[config.mk]
export PLATFORM = sky130hd
export DESIGN_NAME = wb_port_arbiter
export DESIGN_NICKNAME = d
export VERILOG_FILES = /design/src/rtl/wb_port_arbiter.sv
export SDC_FILE = /design/constraint.sdc
export NUM_CORES = 1
export LEC_CHECK = 0
export CAP_MARGIN = 40
export CORE_ASPECT_RATIO = 1.1
export CORE_MARGIN = 5
export CORE_UTILIZATION = 30
export CTS_CLUSTER_DIAMETER = 200
export DETAILED_ROUTE_END_ITERATION = 6
export SLEW_MARGIN = 10
export SYNTH_ARGS = -nofsm -noshare
export SYNTH_HDL_FRONTEND = slang
export SYNTH_SLANG_ARGS = --single-unit
[constraint.sdc]
create_clock -name clk -period 2.7 [get_ports clk]
set_input_delay 0.54 -clock clk [delete_from_list [all_inputs] [get_ports clk]]
set_output_delay 0.54 -clock clk [all_outputs]
set_load 0.01 [all_outputs]
[src/rtl/wb_port_arbiter.sv]
// Register-file write-port arbiter between the ALU and load writeback paths,
// with a per-register pending-write scoreboard for RAW/WAW stalls in issue.
module wb_port_arbiter #(
    parameter int ADDRESS_WIDTH = 5,
    parameter int DATA_WIDTH    = 32,
    parameter int MAX_WAIT      = 3
) (
    input  logic                     clk,
    input  logic                     rst_n,
    input  logic                     alu_valid,
    input  logic [ADDRESS_WIDTH-1:0] alu_rd,
    input  logic [DATA_WIDTH-1:0]    alu_data,
    output logic                     alu_ready,
    input  logic                     mem_valid,
    input  logic [ADDRESS_WIDTH-1:0] mem_rd,
    input  logic [DATA_WIDTH-1:0]    mem_data,
    output logic                     mem_ready,
    input  logic                     iss_valid,
    input  logic [ADDRESS_WIDTH-1:0] iss_rd,
    input  logic [ADDRESS_WIDTH-1:0] chk_ad1,
    input  logic [ADDRESS_WIDTH-1:0] chk_ad2,
    output logic                     hazard,
    output logic                     waw_block,
    output logic                     WE3,
    output logic [ADDRESS_WIDTH-1:0] AD3,
    output logic [DATA_WIDTH-1:0]    WD3
);
    // Handshake: a transfer happens when valid & ready in the same cycle;
    // ready is combinational, never asserted without its valid, and the
    // requester holds valid/rd/data stable until it is accepted.
    localparam int         NREGS       = 2 ** ADDRESS_WIDTH;
    localparam logic [3:0] LP_MAX_WAIT = 4'(MAX_WAIT);

    logic [3:0]               r_wait_cnt;
    logic [NREGS-1:0]         r_pending;
    logic                     w_alu_grant;
    logic                     w_mem_grant;
    logic                     w_write;
    logic [ADDRESS_WIDTH-1:0] w_rd;
    logic [DATA_WIDTH-1:0]    w_data;
    logic [3:0]               w_wait_nxt;
    logic [NREGS-1:0]         w_pending_nxt;

    // Memory normally wins; the ALU is promoted once it has lost MAX_WAIT times in a row.
    assign w_alu_grant = alu_valid & (~mem_valid | (r_wait_cnt == LP_MAX_WAIT));
    assign w_mem_grant = mem_valid & ~w_alu_grant;
    assign alu_ready   = w_alu_grant;
    assign mem_ready   = w_mem_grant;

    assign w_rd    = w_alu_grant ? alu_rd : mem_rd;
    assign w_data  = w_alu_grant ? alu_data : mem_data;
    assign w_write = (w_alu_grant | w_mem_grant) & (w_rd != '0);

    assign hazard    = r_pending[chk_ad1] | r_pending[chk_ad2];
    assign waw_block = r_pending[iss_rd];

    always_comb begin
        w_wait_nxt = '0;
        if (alu_valid && !w_alu_grant) begin
            w_wait_nxt = (r_wait_cnt == LP_MAX_WAIT) ? r_wait_cnt : r_wait_cnt + 4'd1;
        end
    end

    // Clear from the write in flight first so a same-edge issue to that register wins.
    always_comb begin
        w_pending_nxt = r_pending;
        if (WE3) begin
            w_pending_nxt[AD3] = 1'b0;
        end
        if (iss_valid && (iss_rd != '0)) begin
            w_pending_nxt[iss_rd] = 1'b1;
        end
        w_pending_nxt[0] = 1'b0;
    end

    always_ff @(posedge clk or negedge rst_n) begin
        if (!rst_n) begin
            r_wait_cnt <= '0;
            r_pending  <= '0;
            WE3        <= 1'b0;
            AD3        <= '0;
            WD3        <= '0;
        end else begin
            r_wait_cnt <= w_wait_nxt;
            r_pending  <= w_pending_nxt;
            WE3        <= w_write;
            if (w_write) begin
                AD3 <= w_rd;
                WD3 <= w_data;
            end
        end
    end
endmodule

# After elaboration in Yosys (flattened, before gate mapping)
# Cells that the tools add are included.
# op_classes
n_shift	0
div	0
n_eq_ne	2
mux	16
n_addsub	1
mul	0
n_bitwise	11
reduce_logical	7
order_cmp	6
# op_table
op	n
32-bit two-way mux	3
32-bit AND	1
32-bit NOT	1
32-bit bitwise OR	1
5-bit by 6-bit less-than comparator with 1-bit output (second input constant)	4
1-bit binary-select mux with 5-bit select	3
1-bit demux with 5-bit select	2
5-bit by 1-bit greater-or-equal comparator with 1-bit output (second input constant)	2
5-bit nonzero test	2
4-bit two-way mux	2
1-bit two-way mux	5
5-bit two-way mux	1
4-bit by 1-bit adder with 4-bit output (second input constant)	1
4-bit by 2-bit == test with 1-bit output (second input constant)	1
1-bit logical AND	4
1-bit AND	3
1-bit bitwise OR	3
2-bit inequality test (second input constant)	1
1-bit NOT	2
1-bit logical NOT	1
# totals
register_bits	73
rom_bits	0
mem_count	0
latchBits	0
word_cells	48
out_inout_bits	42
ram_bits	0
in_bits	94

# Depth between registers and ports, before layout
# Gate-level depths: netlist of run 1.
# logic_depth
depth_word	9
depth_mapped	8

# Least setup slack after synthesis of run 1
# OpenSTA, ideal clock, no wires.
# synth_path
path_type	in2out
start	input iss_rd[1]
end	output waw_block
path_buffers	1
path_stages	5
arrival_time_ns	1.854
path_slack_ns	0.306
t_required_ns	2.160
path_cell_list	buf_6 -> mux4_1 -> inv_1 -> o22ai_1 -> or4_1
# synth_via
elab_chain_len	2
# synth_lines
item	line_no	text
start: declaration	19	input logic [ADDRESS_WIDTH-1:0] iss_rd,
1-bit binary-select mux with 5-bit select	55	assign waw_block = r_pending[iss_rd];
1-bit two-way mux (not written as such)	55	
end: declaration	23	output logic waw_block,
# No other way between the ends. The select of a mux whose other input is x is not followed.

# Final worst setup path of run 1
# layout_path
start	input chk_ad1[0]
end	output hazard
# layout_via
elab_chain_len	3
# layout_lines
item	line_no	text
start: declaration	20	input logic [ADDRESS_WIDTH-1:0] chk_ad1,
1-bit binary-select mux with 5-bit select	54	assign hazard = r_pending[chk_ad1] | r_pending[chk_ad2];
1-bit two-way mux (not written as such)	54	
1-bit bitwise OR	54	
end: declaration	22	output logic hazard,
# No other way between the ends. The select of a mux whose other input is x is not followed.

==> impl_results.md, run 1 <==
- Global routing usage summed across all routing layers: 16.6%
- Starting utilization of the core area: 30.6%
- Final core area utilization: 46.7%
- Total setup violations reported at the end of the flow: 0
- FILL cells: 1250
- Cell with the most instances after synthesis: sky130_fd_sc_hd__dfrtp_1
- Maximum fanout count along the critical path: 7
- Number of sinks on the clock net: 73
- TritonCTS clock tree: done
- First-pass iteration count of the detailed router: 5
- Maximum clock rate: 382 MHz
- Congestion Overflow GR: 0
- Maximum number of buffers from clock root to sink: 2
- Power density cells: 692 mW/mm^2
- Final Instance Count excl. Fillers: 714
- Synthesized instance count: 389
- Number of flip-flops and latches in the synthesized netlist: 73
- Final hold violation count: 0
- Sequential-to-total area share from yosys stat: 45.2%
- Area of the multi-input gates: 0.00209 sq mm
- Share of layout cells above drive strength 1: 15.2%
- Net Count, Synth: 484
- Leakage power figure: 2.64 nW
- Synth async-reset ratio: 100%
- Arrival time reported for the critical path endpoint: 2.08 ns
- Crit. End Element: output pin
- DRC violation count after routing: 0
- Number of top-level pins: 136
- Relative max-transition margin: 71.4%
- First DRT Iteration DRCs: 195
- Hold_buf cts: 0
- Leading cell types by total area after synthesis: sky130_fd_sc_hd__dfrtp_1 45%, sky130_fd_sc_hd__mux2i_1 8.9%, sky130_fd_sc_hd__mux4_2 7.8%
- Layout Skew: 0.00459 ns
- Netlist Area Pre-Place: 0.00404 sq mm
- Reg clk slew, reported paths: 0.05 ns
- Max-slew violation count: 0
- Count of flip-flops with a built-in enable after synthesis: 0
- Leading area contributor after synthesis: sky130_fd_sc_hd__dfrtp_1
- Wire length of the first global-routing pass: 21.0 mm
- Number of distinct library cells after synthesis: 36
- Peak supply drop: 0.000327 V
- Buffers added on ports: 135
- Post-Route WL: 12.9 mm
- Height of the die: 132 microns
- Total number of vias: 3762
- Weighted congestion reported at the end of routability-driven placement: 0.880
- Max-cap viol count: 0
- YS warnings: 0
- Critical path launch point type: input port
- Clock latency of the later-clocked register in the worst-skew pair: 0.33 ns
- Outcome: finished clean
- Power, Total: 0.00427 W
- Via count of the first global-routing pass: 3956
- Area of the core: 0.0132 sq mm
- Initial antenna violation count: 0
- Htree depth: 3
- Post-route ant nets: 0
- Inserted Diodes: 0
- Syn_area_per_cell: 10.4 sq um
- Fraction of synthesized cell area taken by the top area cell type: 45.2%
- List of most frequent post-synthesis cells: 73 x sky130_fd_sc_hd__dfrtp_1, 62 x sky130_fd_sc_hd__o21ai_0, 49 x sky130_fd_sc_hd__nor2_1
- Predominant post-synthesis flop cell: sky130_fd_sc_hd__dfrtp_1
- Largest net degree at the start of global routing: 75
- Data required time at the worst endpoint: 2.16 ns
- Clock root buffer master: sky130_fd_sc_hd__clkbuf_16
- Instance count after placement with tap cells included: 697
- Critical Setup Path Class: input port to output pin
- Kind of path behind the tightest hold check: input port to async pin
- Time the final worst path needs with I/O delays and setup: 2.62 ns
- Signed area change from the synthesized netlist to the final layout: 52.8%
- Overall die width: 121 microns
- Transition time at the pin with the least slew margin: 0.429 ns
- Total clock buffers created by CTS: 9
- Share of the clock period used by the worst path: 97.0%
- Post-DP HPWL: 10.0 mm
- Average wire per cell in the routed design: 18.1 microns
- Area of the die: 0.0159 sq mm
- Storage element area: 0.00183 sq mm
- NumNets Final: 644
- Vias per std cell: 5.27
- Std-Cell Rows: 44
- Setup repair after global routing missed its margin: false
[routing by layer]
metal / part of all wire, % / GRT usage (%) / up-vias
met3: 11 / 7.57 / 16
met1: 42 / 21.4 / 1777
met2: 45 / 24.8 / 212
li1: - / - / 1757
met5: 0 / 0 / -
met4: 1.5 / 5.67 / 0
[logic make-up (layout without fill, tap and decap cells)]
group                      after synthesis  in the layout  share of synthesized area [%]
muxes                                   59             59                           21.8
adders and majority gates                1              1                          0.310
DFF                                     73             73                           45.2
xor gates and xnor gates                 2              2                          0.434
and+or+nand+nor                        106            106                           13.1
AOI/OAI and AO/OA                      111            111                           14.6
buffers and inverters                   37            201                           4.46
[timing repair]
item,in CTS,in global routing
gates cloned,0,0
endpoints found under the setup margin,2,4
pin swaps,6,1
setup buffers,2,0
resized for setup,26,17
[placed cells by master (no fill, tap or decap), types with 3 or more instances in the layout]
| cell type | n |
|---|---|
| sky130_fd_sc_hd__nor3_1 | 4 |
| sky130_fd_sc_hd__a21oi_1 | 32 |
| sky130_fd_sc_hd__nor2_1 | 49 |
| sky130_fd_sc_hd__a31oi_1 | 5 |
| sky130_fd_sc_hd__buf_12 | 4 |
| sky130_fd_sc_hd__clkbuf_16 | 9 |
| sky130_fd_sc_hd__buf_6 | 3 |
| sky130_fd_sc_hd__mux4_1 | 6 |
| sky130_fd_sc_hd__dfrtp_1 | 73 |
| sky130_fd_sc_hd__nor3b_1 | 3 |
| sky130_fd_sc_hd__dlygate4sd2_1 | 5 |
| sky130_fd_sc_hd__clkdlybuf4s50_1 | 120 |
| sky130_fd_sc_hd__o21ai_0 | 62 |
| sky130_fd_sc_hd__nand4_1 | 4 |
| sky130_fd_sc_hd__dlymetal6s2s_1 | 3 |
| sky130_fd_sc_hd__nand3_1 | 11 |
| sky130_fd_sc_hd__nand4b_1 | 4 |
| sky130_fd_sc_hd__buf_4 | 32 |
| sky130_fd_sc_hd__inv_1 | 13 |
| sky130_fd_sc_hd__mux4_2 | 15 |
| sky130_fd_sc_hd__o22ai_1 | 4 |
| sky130_fd_sc_hd__clkbuf_8 | 3 |
| sky130_fd_sc_hd__nand3b_1 | 9 |
| sky130_fd_sc_hd__nand2_1 | 13 |
| sky130_fd_sc_hd__mux2i_1 | 36 |
[metrics by stage]
step	setup slack, ns	instance area (sq um)	TNS [ns]	hold slack [ns]
6_report	0.0808	6170	0	0.145
4_1_cts	0.0255	6140	0	0.156
2_1_floorplan	0.306	4040	0	0.244
3_3_place_gp	-0.795	5800	-1.37	0.450
3_5_place_dp	-0.815	5800	-1.41	0.467
5_1_grt	0.00429	6170	0	0.169
[sequential cells by signal, indices dropped and copies added, names as in the netlist]
| register | cells |
|---|---|
| r_wait_cnt | 4 |
| AD3 | 5 |
| r_pending | 31 |
| WD3 | 32 |
| WE3 | 1 |
[layout make-up]
| class | instances | share of cell area (%) |
|---|---|---|
| Tap cell | 161 | 3.26 |
| Inverter | 14 | 0.851 |
| Multi-Input combinational cell | 279 | 33.8 |
| Timing Repair Buffer | 172 | 27.1 |
| Clock inverter | 2 | 0.973 |
| Clock buffer | 13 | 4.38 |
| Sequential cell | 73 | 29.6 |
[final timing paths]
check	startpoint	to	slack (ns)	cells after the start
max in group asynchronous	rst_n	WE3$_DFF_PN0_	1.97	2
setup / recovery	chk_ad1[0]	hazard	0.08	8
setup reg to reg	r_wait_cnt[0]$_DFFE_PN0P_	WD3[16]$_DFFE_PN0P_	0.62	8
hold / removal	rst_n	r_pending[14]$_DFF_PN0_	0.15	1
min in group clk	r_wait_cnt[0]$_DFFE_PN0P_	r_wait_cnt[0]$_DFFE_PN0P_	0.48	1
hold reg to reg	r_wait_cnt[0]$_DFFE_PN0P_	r_wait_cnt[0]$_DFFE_PN0P_	0.48	1
[power breakdown]
group	total, W	internal [W]	leakage [nW]	switching [W]
Sequential	0.00164	0.00137	0.839	0.000267
Combinational	0.00133	0.000774	1.64	0.000558
Clock	0.00130	0.000879	0.162	0.000420
[critical path, cell delays in order]
cell and delay (ns):
sky130_fd_sc_hd__dlygate4sd2_1 0.24, sky130_fd_sc_hd__buf_12 0.14, sky130_fd_sc_hd__mux4_2 0.50, sky130_fd_sc_hd__mux2i_1 0.18, sky130_fd_sc_hd__nor3b_1 0.08, sky130_fd_sc_hd__nor3_1 0.19
sky130_fd_sc_hd__nand2_1 0.07, sky130_fd_sc_hd__buf_2 0.14
(Power assumes the default switching activity.)
==> run 2: changes to the inputs <==
--- a/config.mk
+++ b/config.mk
@@ -7,8 +7,8 @@
 export LEC_CHECK = 0
 export CAP_MARGIN = 40
 export CORE_ASPECT_RATIO = 1.1
-export CORE_MARGIN = 5
 export CORE_UTILIZATION = 30
+export CTS_BUF_LIST = sky130_fd_sc_hd__clkbuf_8
 export CTS_CLUSTER_DIAMETER = 200
 export DETAILED_ROUTE_END_ITERATION = 6
 export SLEW_MARGIN = 10
==> run 2 against run 1 <==
Sequential power about the same. First-iteration DRC count up 11%. Sequential share of layout area up 0.25 points. Critical path type unchanged. Clock power decreased by 39%. Worst hold slack got worse by 0.0025 ns. Fmax is 0.87% lower. Via count grew 2.8%. Clock skew up 0.0050 ns. Combinational power is 8% higher. Critical path depth decreased by 3.
==> impl_results.md, run 2 (synthesized netlist as in run 1, its figures left out) <==
- Smallest setup slack after layout: 0.0577 ns
- Largest net degree at the start of global routing: 41
- Total number of vias: 3868
- Setup tns final: 0 ns
- Initial antenna violation count: 1
- Post-Route WL: 13.3 mm
- Top layer reached by signal wires: met4
- Total clock buffers created by CTS: 9
- Worst-case hold slack: 0.143 ns
- Reg clk slew, reported paths: 0.07 ns
- Htree depth: 3
- Maximum fanout count along the critical path: 8
- Post-route ant nets: 0
- Outcome: finished clean
- Area of the core: 0.0132 sq mm
- Critical path launch point type: input port
- Power density cells: 629 mW/mm^2
- Commonest cells after routing, fill and taps aside: 123 x sky130_fd_sc_hd__clkdlybuf4s50_1, 73 x sky130_fd_sc_hd__dfrtp_1, 62 x sky130_fd_sc_hd__o21ai_0
- Data required time at the worst endpoint: 2.16 ns
- Leakage power figure: 2.61 nW
- Max-slew violation count: 0
- Average wire per cell in the routed design: 18.4 microns
- Final Instance Count excl. Fillers: 725
- Crit. End Element: output pin
- Time the final worst path needs with I/O delays and setup: 2.64 ns
- Wire length of the first global-routing pass: 21.0 mm
- First DRT Iteration DRCs: 216
- TritonCTS clock tree: done
- Vias per std cell: 5.34
- Share of layout cells above drive strength 1: 17.4%
- Largest registers: WD3: 32 flops, r_pending: 31 flops, AD3: 5 flops
- Setup repair after global routing missed its margin: false
- Post-DP HPWL: 10.2 mm
- Transition time at the pin with the least slew margin: 0.604 ns
- Signed area change from the synthesized netlist to the final layout: 51.5%
- Global routing usage summed across all routing layers: 20.0%
- Number of sinks on the clock net: 73
- Overall die width: 113 microns
- Leading cell type in the layout, fill and taps excluded: sky130_fd_sc_hd__clkdlybuf4s50_1
- Relative max-transition margin: 59.8%
- Starting utilization of the core area: 30.7%
- Max-cap viol count: 0
- Congestion Overflow GR: 0
- Peak supply drop: 0.000261 V
- Number of top-level pins: 136
- NumNets Final: 653
- First-pass iteration count of the detailed router: 5
- Area of the die: 0.0139 sq mm
- Layout Skew: 0.00961 ns
- Std-Cell Rows: 44
- Register containing the most flip-flops in the final layout: WD3
- Arrival time reported for the critical path endpoint: 2.10 ns
- Pre-CTS setup slack: -0.802 ns
- Clock latency of the later-clocked register in the worst-skew pair: 0.35 ns
- Storage element area: 0.00183 sq mm
- Kind of path behind the tightest hold check: input port to async pin
- Weighted congestion reported at the end of routability-driven placement: 0.968
- Share of the clock period used by the worst path: 97.9%
- Buffers added on ports: 135
- Total length of routed met2 wires: 6.49 mm
- Instance count after placement with tap cells included: 701
- Final hold violation count: 0
- DRC violation count after routing: 0
- Via count of the first global-routing pass: 4000
- Maximum number of buffers from clock root to sink: 2
- Height of the die: 124 microns
- Maximum clock rate: 378 MHz
- Area of the multi-input gates: 0.00212 sq mm
- Total setup violations reported at the end of the flow: 0
- Flip-flop count of the largest register after layout: 32
- Clock root buffer master: sky130_fd_sc_hd__clkbuf_8
- Met1 Wirelength: 5.09 mm
- Critical Setup Path Class: input port to output pin
- Met3 routed WL: 1.45 mm
- FILL cells: 1271
## run 2: cell count changes in the layout (fill, tap and decap cells not counted), moves of 2 or more
cell | previous run | this run
sky130_fd_sc_hd__clkinvlp_4 | 0 | 2
sky130_fd_sc_hd__mux4_2 | 15 | 17
sky130_fd_sc_hd__clkinv_2 | 0 | 3
sky130_fd_sc_hd__mux4_1 | 6 | 4
sky130_fd_sc_hd__buf_6 | 3 | 1
sky130_fd_sc_hd__bufinv_16 | 2 | 0
sky130_fd_sc_hd__clkdlybuf4s50_1 | 120 | 123
sky130_fd_sc_hd__nor3_2 | 0 | 2
sky130_fd_sc_hd__buf_4 | 32 | 41
sky130_fd_sc_hd__clkbuf_8 | 3 | 11
sky130_fd_sc_hd__clkbuf_16 | 9 | 0
sky130_fd_sc_hd__nor3_1 | 4 | 2
## run 2: path summary, 6_finish.rpt
kind | start | to | slack, ns | depth (start not counted)
min in group clk | r_wait_cnt[0]$_DFFE_PN0P_ | r_wait_cnt[0]$_DFFE_PN0P_ | 0.47 | 1
hold / removal | rst_n | r_pending[3]$_DFF_PN0_ | 0.14 | 1
hold reg to reg | r_wait_cnt[0]$_DFFE_PN0P_ | r_wait_cnt[0]$_DFFE_PN0P_ | 0.47 | 1
setup / recovery | iss_rd[3] | waw_block | 0.06 | 5
setup reg to reg | r_wait_cnt[0]$_DFFE_PN0P_ | WD3[10]$_DFFE_PN0P_ | 0.44 | 8
max in group asynchronous | rst_n | r_pending[21]$_DFF_PN0_ | 1.99 | 2
## run 2: layout make-up
cell class | instances | share of cell area, %
flip-flops and latches | 73 | 29.8
repair buffers | 181 | 28.4
clock inverters | 5 | 0.490
clock buffers | 11 | 2.47
well taps | 161 | 3.29
diodes | 1 | 0.0409
inverters | 14 | 0.858
multi-input cells | 279 | 34.6
## run 2: timing repair
item | CTS | global route
hold buffers | 0 | 0
cloned | 0 | 0
pin swaps | 4 | 3
endpoints found under the setup margin | 2 | 2
gates resized for setup | 26 | 15
setup buffers | 2 | 5
## run 2: layer usage
metal	vias up	GRT usage, %
met5	-	0
met4	0	8.17
met2	211	34.3
li1	1772	-
met3	22	7.01
met1	1863	22.9
## run 2: where the power goes
group / internal, W / leakage [nW] / switching [W]
registers: 0.00137 / 0.839 / 0.000270
clock network: 0.000378 / 0.0911 / 0.000409
logic: 0.000832 / 1.68 / 0.000595
## run 2: worst max-delay path: stages
cell,delay (ns)
sky130_fd_sc_hd__clkdlybuf4s50_1,0.60
sky130_fd_sc_hd__nand3b_1,0.21
sky130_fd_sc_hd__o22ai_1,0.10
sky130_fd_sc_hd__or4_1,0.49
sky130_fd_sc_hd__buf_2,0.16
## run 2: metrics by stage
step           power (W)  area, sq um  util, %
6_report         0.00385         6120     46.5
3_3_place_gp     0.00296         5830     44.3
3_5_place_dp     0.00300         5850     44.4
5_1_grt          0.00410         6120     46.5
2_1_floorplan    0.00224         4040        -
4_1_cts          0.00381         6040     45.9
